File: src/rtl/toy_bus_age_arb_n.sv
// Oldest-first (age-matrix) N:1 arbiter for the toy bus ack/response channel, with packet lock.
// Latency: 0 cycles when FWD=0 (combinational mux); 1 cycle when FWD=1 (2-entry skid buffer).
// Backpressure: FWD=0 passes out_rdy straight to the granted in_rdy; FWD=1 accepts while the buffer is not full.
//
// Ports:
//   clk, rst                  clock, synchronous active-high reset
//   in_vld / in_rdy           per-input handshake, bit i = input i
//   in_opcode .. in_last      per-input payload, field i = [i*W +: W]
//   out_vld / out_rdy         single downstream handshake
//   out_opcode .. out_last    payload of the granted (or buffered) beat
//   grant_oh                  current one-hot grant; lock_active = packet lock held
module toy_bus_age_arb_n #(
    parameter int NUM_IN  = 4,
    parameter int DATA_W  = 256,
    parameter int SB_W    = 10,
    parameter int ID_W    = 4,
    parameter int LOCK_EN = 1,
    parameter int FWD     = 1
) (
    input  logic                     clk,
    input  logic                     rst,
    input  logic [NUM_IN-1:0]        in_vld,
    output logic [NUM_IN-1:0]        in_rdy,
    input  logic [NUM_IN-1:0]        in_opcode,
    input  logic [NUM_IN*DATA_W-1:0] in_data,
    input  logic [NUM_IN*SB_W-1:0]   in_sideband,
    input  logic [NUM_IN*ID_W-1:0]   in_src_id,
    input  logic [NUM_IN*ID_W-1:0]   in_tgt_id,
    input  logic [NUM_IN-1:0]        in_last,
    output logic                     out_vld,
    input  logic                     out_rdy,
    output logic                     out_opcode,
    output logic [DATA_W-1:0]        out_data,
    output logic [SB_W-1:0]          out_sideband,
    output logic [ID_W-1:0]          out_src_id,
    output logic [ID_W-1:0]          out_tgt_id,
    output logic                     out_last,
    output logic [NUM_IN-1:0]        grant_oh,
    output logic                     lock_active
);

    typedef struct packed {
        logic              opcode;
        logic [DATA_W-1:0] data;
        logic [SB_W-1:0]   sideband;
        logic [ID_W-1:0]   src_id;
        logic [ID_W-1:0]   tgt_id;
        logic              last;
    } beat_t;

    localparam int BEAT_W = $bits(beat_t);

    // age[i][j] = 1 : input j is older than input i. Diagonal is always 0.
    logic [NUM_IN-1:0] age [NUM_IN];

    logic [NUM_IN-1:0] sel;
    logic [NUM_IN-1:0] acc;
    logic [NUM_IN-1:0] lock_oh;
    logic              lock_q;
    logic              space;
    logic              acc_any;
    logic              acc_last;
    logic              upd;

    logic [BEAT_W-1:0] in_beat [NUM_IN];
    logic [BEAT_W-1:0] mux_beat;
    beat_t             out_beat;

    // ------------------------------------------------------------------
    // Payload slicing and AND-OR mux of the granted input
    // ------------------------------------------------------------------
    always_comb begin
        for (int i = 0; i < NUM_IN; i++) begin
            in_beat[i] = {in_opcode[i],
                          in_data[i*DATA_W +: DATA_W],
                          in_sideband[i*SB_W +: SB_W],
                          in_src_id[i*ID_W +: ID_W],
                          in_tgt_id[i*ID_W +: ID_W],
                          in_last[i]};
        end
    end

    always_comb begin
        mux_beat = '0;
        for (int i = 0; i < NUM_IN; i++) begin
            mux_beat = mux_beat | (in_beat[i] & {BEAT_W{grant_oh[i]}});
        end
    end

    // ------------------------------------------------------------------
    // Oldest valid requester: valid and no older valid requester exists.
    // The matrix is a strict total order, so at most one bit is set.
    // ------------------------------------------------------------------
    always_comb begin
        sel = '0;
        for (int i = 0; i < NUM_IN; i++) begin
            sel[i] = in_vld[i] & ~(|(age[i] & in_vld));
        end
    end

    // Grant is a function of valids and lock state only; readiness never
    // feeds back into the choice, which keeps the rdy path shallow.
    assign grant_oh    = lock_q ? lock_oh : sel;
    assign lock_active = lock_q;
    assign in_rdy      = grant_oh & {NUM_IN{space}};

    assign acc      = in_vld & in_rdy;
    assign acc_any  = |acc;
    assign acc_last = |(acc & in_last);

    // With locking, a packet ages its source only once it has completed.
    assign upd = acc_any & ((LOCK_EN == 0) | acc_last);

    // ------------------------------------------------------------------
    // Age matrix: the served input becomes youngest, the relative order of
    // all other inputs is untouched.
    // ------------------------------------------------------------------
    always_ff @(posedge clk) begin
        if (rst) begin
            for (int i = 0; i < NUM_IN; i++) begin
                for (int j = 0; j < NUM_IN; j++) begin
                    age[i][j] <= (j < i);
                end
            end
        end else if (upd) begin
            for (int i = 0; i < NUM_IN; i++) begin
                for (int j = 0; j < NUM_IN; j++) begin
                    if (acc[i]) begin
                        age[i][j] <= (j != i);
                    end else if (acc[j]) begin
                        age[i][j] <= 1'b0;
                    end
                end
            end
        end
    end

    // ------------------------------------------------------------------
    // Packet lock: a non-last beat pins the grant to its source until that
    // source's last beat is accepted. Valid gaps from the owner keep the lock.
    // ------------------------------------------------------------------
    always_ff @(posedge clk) begin
        if (rst) begin
            lock_q  <= 1'b0;
            lock_oh <= '0;
        end else if ((LOCK_EN != 0) && acc_any) begin
            if (!acc_last) begin
                lock_q  <= 1'b1;
                lock_oh <= acc;
            end else begin
                lock_q  <= 1'b0;
            end
        end
    end

    // ------------------------------------------------------------------
    // Output stage
    // ------------------------------------------------------------------
    generate
        if (FWD != 0) begin : g_fwd
            // Two-entry circular skid buffer. in_rdy depends only on the
            // occupancy register, so out_rdy never reaches in_rdy.
            logic [BEAT_W-1:0] mem [2];
            logic              wr_ptr;
            logic              rd_ptr;
            logic [1:0]        cnt;
            logic              push;
            logic              pop;

            assign space = (cnt != 2'd2);
            assign push  = acc_any;
            assign pop   = (cnt != 2'd0) & out_rdy;

            always_ff @(posedge clk) begin
                if (rst) begin
                    mem[0] <= '0;
                    mem[1] <= '0;
                    wr_ptr <= 1'b0;
                    rd_ptr <= 1'b0;
                    cnt    <= 2'd0;
                end else begin
                    if (push) begin
                        mem[wr_ptr] <= mux_beat;
                        wr_ptr      <= ~wr_ptr;
                    end
                    if (pop) begin
                        rd_ptr <= ~rd_ptr;
                    end
                    if (push && !pop) begin
                        cnt <= cnt + 2'd1;
                    end else if (pop && !push) begin
                        cnt <= cnt - 2'd1;
                    end
                end
            end

            assign out_vld  = (cnt != 2'd0);
            assign out_beat = mem[rd_ptr];
        end else begin : g_comb
            assign space    = out_rdy;
            assign out_vld  = |(in_vld & grant_oh);
            assign out_beat = mux_beat;
        end
    endgenerate

    assign out_opcode   = out_beat.opcode;
    assign out_data     = out_beat.data;
    assign out_sideband = out_beat.sideband;
    assign out_src_id   = out_beat.src_id;
    assign out_tgt_id   = out_beat.tgt_id;
    assign out_last     = out_beat.last;

endmodule
File: config.mk
export PLATFORM = sky130hd
export DESIGN_NAME = toy_bus_age_arb_n
export DESIGN_NICKNAME = d
export VERILOG_FILES = /design/src/rtl/toy_bus_age_arb_n.sv
export SDC_FILE = /design/constraint.sdc
export NUM_CORES = 1
export LEC_CHECK = 0
export CAP_MARGIN = 20
export CORE_AREA = 8 8 544 546
export CTS_BUF_LIST = sky130_fd_sc_hd__clkbuf_8
export CTS_CLUSTER_DIAMETER = 150
export CTS_CLUSTER_SIZE = 10
export DETAILED_ROUTE_END_ITERATION = 12
export DIE_AREA = 0 0 552 554
export MAX_ROUTING_LAYER = met4
export PLACE_DENSITY = 0.37
export SYNTH_ARGS = -nofsm -noshare
export SYNTH_HDL_FRONTEND = slang
export SYNTH_SLANG_ARGS = --single-unit
File: constraint.sdc
create_clock -name clk -period 29.2 [get_ports clk]
set_clock_uncertainty 0.2 [all_clocks]
set_input_delay 5.84 -clock clk [delete_from_list [all_inputs] [get_ports clk]]
set_output_delay 5.84 -clock clk [all_outputs]
set_load 0.1 [all_outputs]
-- Word-level counts from Yosys, hierarchy flattened
Memories as Yosys holds them, arrays and structs flattened. A register that Yosys moved wholly into a read port is not among the register bits.
Cells that the tools add are included.
- memories: 2
- memory bits (writable): 568
- bits in registers: 9
- logic and storage cells: 185
- input bits: 1111
- output and inout bits: 286
- memory list (name ; words ; bits a word ; rd ports ; clocked after Yosys merged registers in ; write ports ; line ; text):
    g_fwd.mem ; 2 ; 276 ; 1 ; 1 ; 2 ; 163 ; logic [BEAT_W-1:0] mem [2];
    age ; 4 ; 4 ; 4 ; 0 ; 4 ; 54 ; logic [NUM_IN-1:0] age [NUM_IN];
- mux-type cells: 106
- add/subtract/negate cells: 2
- bitwise logic cells: 55
- equal/unequal tests: 1
- reductions and logical operators: 14
- operator list (cell ; number):
    $and A276 B276 Y276 ; 4
    $or A276 B276 Y276 ; 3
    $mux W276 ; 1
    $reduce_or A276 Y1 ; 1
    $mux W1 ; 102
    $and A4 B4 Y4 ; 7
    $or A1 B1 Y1 ; 28
    $reduce_or A4 Y1 ; 6
    $not A1 Y1 ; 7
    $and A1 B1 Y1 ; 6
    $mux W2 ; 2
    $mux W4 ; 1
    $reduce_bool A2 Y1 ; 2
    $add A2 B1 Y2 const B ; 1
    $logic_and A1 B1 Y1 ; 2
    $logic_not A1 Y1 ; 2
    $ne A2 B2 Y1 const B ; 1
    $reduce_and A2 Y1 ; 1
    $sub A2 B1 Y2 const B ; 1

-- Longest topological paths before layout
An unclocked memory read counts as a cell.
- depth after elaboration: 16
- mapped depth: 11
- gate-level depth less buffers: 9

-- Least setup slack after synthesis
OpenSTA, ideal clock, no wires.
- kind: input -> register
- start: input in_vld[2]
- end: memory g_fwd.mem[0][0] in the netlist's numbering, enable pin
- slack: 1821 ps
- library setup time: 1295 ps
- buffers on the path: 1
- required time: 27705 ps
- stages: 6
- arrival time: 25884 ps
- path through: a22oi_1 a32o_1 buf_4 nand3_2 and4_4 o21ai_0
- RTL lines (what ; line ; text):
    start: declaration ; 22 ; input logic [NUM_IN-1:0] in_vld,
    end: declaration ; 163 ;

-- Worst setup path after layout
- start: input in_vld[0]
- end: output in_rdy[0]
- word-level cells in the longest chain between the ends: 6
- ends and longest elaborated chain (what ; line ; text):
    $and A4 B4 Y4 ; 97 ; sel[i] = in_vld[i] & ~(|(age[i] & in_vld));
    $reduce_or A4 Y1 ; 97 ;
    $not A1 Y1 ; 97 ;
    $and A1 B1 Y1 * ; 97 ;
    $mux W4 * ; 103 ; assign grant_oh = lock_q ? lock_oh : sel;
    $and A4 B4 Y4 * ; 105 ; assign in_rdy = grant_oh & {NUM_IN{space}};
    end: declaration ; 23 ; output logic [NUM_IN-1:0] in_rdy,
Mark *: on every way between the ends. The rest lies on a longest branch, timed or not.

==> flow_metrics.tcl <==
set metrics [dict create \
    slowest_delay_ps 1170 \
    p_switching_mw 2.042 \
    worst-r2r-cell-count 11 \
    fin_nets 4682 \
    placed_area_um2 47700 \
    syn-mean-instance-area_um2 13.05 \
    routed_wl_um 214200 \
    syn_to_final_growth_pct 64.48 \
    die_area_um2 305800 \
    wl_per_cell_um 28.82 \
    cp_num_cells 5 \
    postCtsResizedCells 0 \
    criticalPathCategory "input port to output pin" \
    ys_warn_count 0 \
    total_power_mw 3.830 \
    antenna_found_initial 100 \
    leakagePower_nw 14.85 \
    syn_area_um2 29740 \
    fin_crit_sh_pct 50.34 \
    cts_buffer_depth 3 \
    hold_violations 0 \
    drv_cap 0 \
    crit_required_ps 23160 \
    port_buffers 1396 \
    path_cells "clkdlybuf4s50_1 -> nor2b_1 -> a32o_4 -> and2_1 -> clkdlybuf4s50_1" \
    setup_viol 0 \
    intPower_mw 1.788 \
    slowest_stage "clkdlybuf4s50_1" \
    drt_iter0_drc 2217 \
    worstHoldPathCells 2 \
    globalRouteOverflowTotal 0 \
    antenna_left 0 \
    switching_share_pct 53.32 \
    fin_crit_ps 14700 \
    layout-drive-gt1-share_pct 20.41 \
    rsz0062_at_grt "false" \
    hold_path_class "flop to flop" \
    route.detailed.drc 0 \
    worstSetupStartpointType "input port" \
    grt_pass1_vias 28086 \
    cts-htree-levels 3 \
    cp_top_family "buffers and inverters" \
    yosysSeqAreaShare_pct 57.59 \
    fillers 31573 \
    grt_util_all_layers_pct 13.63 \
    die_w_um 552 \
    grt_max_degree 119 \
    cts_buffers 67 \
    end_kind "output pin" \
    ios 1397 \
    clkPwrFrac_pct 14.3 \
    arrival_ps 8660 \
    row_count 197 \
    multi_input_area_um2 11600 \
    clkTransAtPathRegs_ps 90 \
    finalInstanceArea_um2 48910 \
    tightestPinTransition_ps 1244 \
    synth_nets 3391 \
    crit_top_cell "clkdlybuf4s50_1" \
    comb_power_share_pct 58.2 \
    cts-root-buf "clkbuf_8" \
    timing.fmax_ghz 0.06803 \
    min-delay-start "lock_oh[0]$_SDFFE_PP0P_" \
    path_buf_inv 2 \
    core_um2 286900 \
    setup_tns_ps 0 \
    netlist_instances 2279 \
    vias 27026 \
    drt_first_pass_iters 5 \
    cts_tree "yes" \
    crit_start "in_vld[0]" \
    die_h_um 554 \
    holdBufCountCts 0 \
    ys_seq_elements 574 \
    routabilityCongestion 0.8973 \
    clock_sinks 574 \
    peakVddDrop_uv 41.97 \
    ff_latch_area_um2 17130 \
    insertion_delay_ps 750 \
    start_util_pct 10.36 \
    r2r_start "lock_active$_SDFFE_PP0P_" \
    maxSlewViolCount 0 \
    seqPwrFrac_pct 27.6 \
    cts_setup_buffers 0 \
    synth_cell_types 38 \
    outcome "finished, final reports clean" \
    critPathMaxFanout 37 \
    dp_hpwl_um 174900 \
    via_per_inst 3.636 \
    grt_pass1_wl_um 277100 \
    power_density_nw_per_um2 78.31 \
    maxSlewHeadroom_pct 16.81 \
]
synthesized netlist by cell type:
cell type / number / share of area, %
clkbuf_1: 168 / 2.1
dfxtp_1: 11 / 0.74
o32ai_1: 3 / 0.088
a21oi_1: 315 / 5.3
nand2_1: 14 / 0.18
nor2b_1: 4 / 0.084
edfxtp_1: 563 / 57
inv_1: 2 / 0.025
a21o_1: 3 / 0.076
buf_6: 27 / 1.0
a22oi_1: 556 / 14
nand3_2: 1 / 0.034
a211oi_1: 5 / 0.13
buf_2: 27 / 0.45
xor2_1: 3 / 0.088
o21ai_0: 10 / 0.17
o31ai_1: 1 / 0.025
nand4_1: 7 / 0.15
nand2b_1: 1 / 0.021
ha_1: 1 / 0.042
and4_4: 1 / 0.038
nor3_1: 3 / 0.050
a21oi_2: 240 / 7.1
buf_4: 1 / 0.025
and2_1: 6 / 0.13
or2_2: 1 / 0.021
and3_1: 3 / 0.063
nor2_1: 9 / 0.11
clkbuf_2: 1 / 0.017
xnor2_1: 1 / 0.029
o221ai_1: 1 / 0.029
or3_1: 2 / 0.042
o311ai_0: 1 / 0.029
a32o_1: 4 / 0.13
nand3_1: 4 / 0.067
mux2_2: 276 / 10
clkinv_1: 1 / 0.013
or4_1: 2 / 0.050
power by group through the flow:
| stage | Sequential [mW] | Clock [mW] | Combinational [mW] |
|---|---|---|---|
| 6_report | 1.06 | 0.546 | 2.23 |
| 3_3_place_gp | 1.07 | 0 | 2.27 |
| 3_5_place_dp | 1.08 | 0 | 2.27 |
| 4_1_cts | 1.06 | 0.588 | 2.28 |
| 5_1_grt | 1.07 | 0.603 | 2.31 |
| 2_1_floorplan | 1.11 | 0 | 1.46 |
placed cells by master, fill, tap and decap left out, types with 2 or more instances in the layout:
cell and count:
a211oi_1 5, a21o_1 3, a21oi_1 315, a21oi_2 240, a22oi_1 556, a32o_4 4
and2_1 6, and3_1 3, buf_12 6, buf_2 4, buf_4 119, clkbuf_8 67
clkdlybuf4s50_1 1316, clkinv_8 2, clkinvlp_4 2, dfxtp_1 10, diode_2 65, edfxtp_1 563
inv_1 14, inv_8 2, mux2_2 276, nand2_1 13, nand3_1 3, nand4_1 7
nor2_1 9, nor2b_1 4, nor3_1 3, o21ai_0 9, o32ai_1 3, or4_1 2
xor2_1 3
through the flow:
stage / setup WS (ps) / instances / util, % / hold WS (ps)
6_report: 14500 / 7433 / 17.05 / 299.3
5_1_grt: 14360 / 7428 / 17.04 / 318.8
4_1_cts: 14470 / 7368 / 16.99 / 296.7
3_5_place_dp: 14480 / 7282 / 16.63 / 278.1
3_3_place_gp: 14470 / 7279 / 16.60 / 280.0
2_1_floorplan: 1821 / 2279 / - / 238.1
worst paths after layout:
path / to / slack [ps]
setup / recovery: in_rdy[0] / 14500
hold / removal: lock_oh[0]$_SDFFE_PP0P_ / 300
setup reg to reg: g_fwd.mem[1][224]$_SDFFCE_PN0P_ / 22340
hold reg to reg: lock_oh[0]$_SDFFE_PP0P_ / 300
worst reg2reg max path: stages, from the launching register on:
cell and delay [ps]:
dfxtp_1 470, nor2b_1 200, a32o_4 560, buf_4 720, nand3_1 360, and4_4 330
inv_1 170, nand3_4 480, nand2_4 770, buf_4 720, buf_4 660, buf_4 700
state kept, by name (all words and copies together) (netlist names), named ones only:
register      flops
age              12
g_fwd.cnt         2
g_fwd.mem       552
g_fwd.rd_ptr      1
g_fwd.wr_ptr      1
lock_active       1
lock_oh           4
layout make-up:
cell class	instances	area share, %
clock inverter	19	0.2532
timing repair buffer	1446	29.10
multi-input combinational	1478	23.71
clock buffer	67	1.885
sequential	574	35.02
tap	3781	9.672
inverter	3	0.02302
antenna	65	0.3325
per-layer routing:
metal,GRT usage (%),wire length [um],up-vias,share of wire [%]
met3,5.757,22160,136,10
met4,1.907,3242,0,1.5
li1,-,-,11950,-
met5,-,0,-,0
met1,16.48,90770,13594,42
met2,21.65,98010,1346,46
logic make-up after synthesis:
family,share of synthesized area [%]
flip-flops,57.59
buffers and inverters,3.677
AO/OA/AOI/OAI,27.08
XOR/XNOR,0.1178
multiplexers,10.45
adder cells (fa/ha/maj),0.04207
AND/OR/NAND/NOR,1.035
Note: power is estimated with default switching activity, not from simulation.
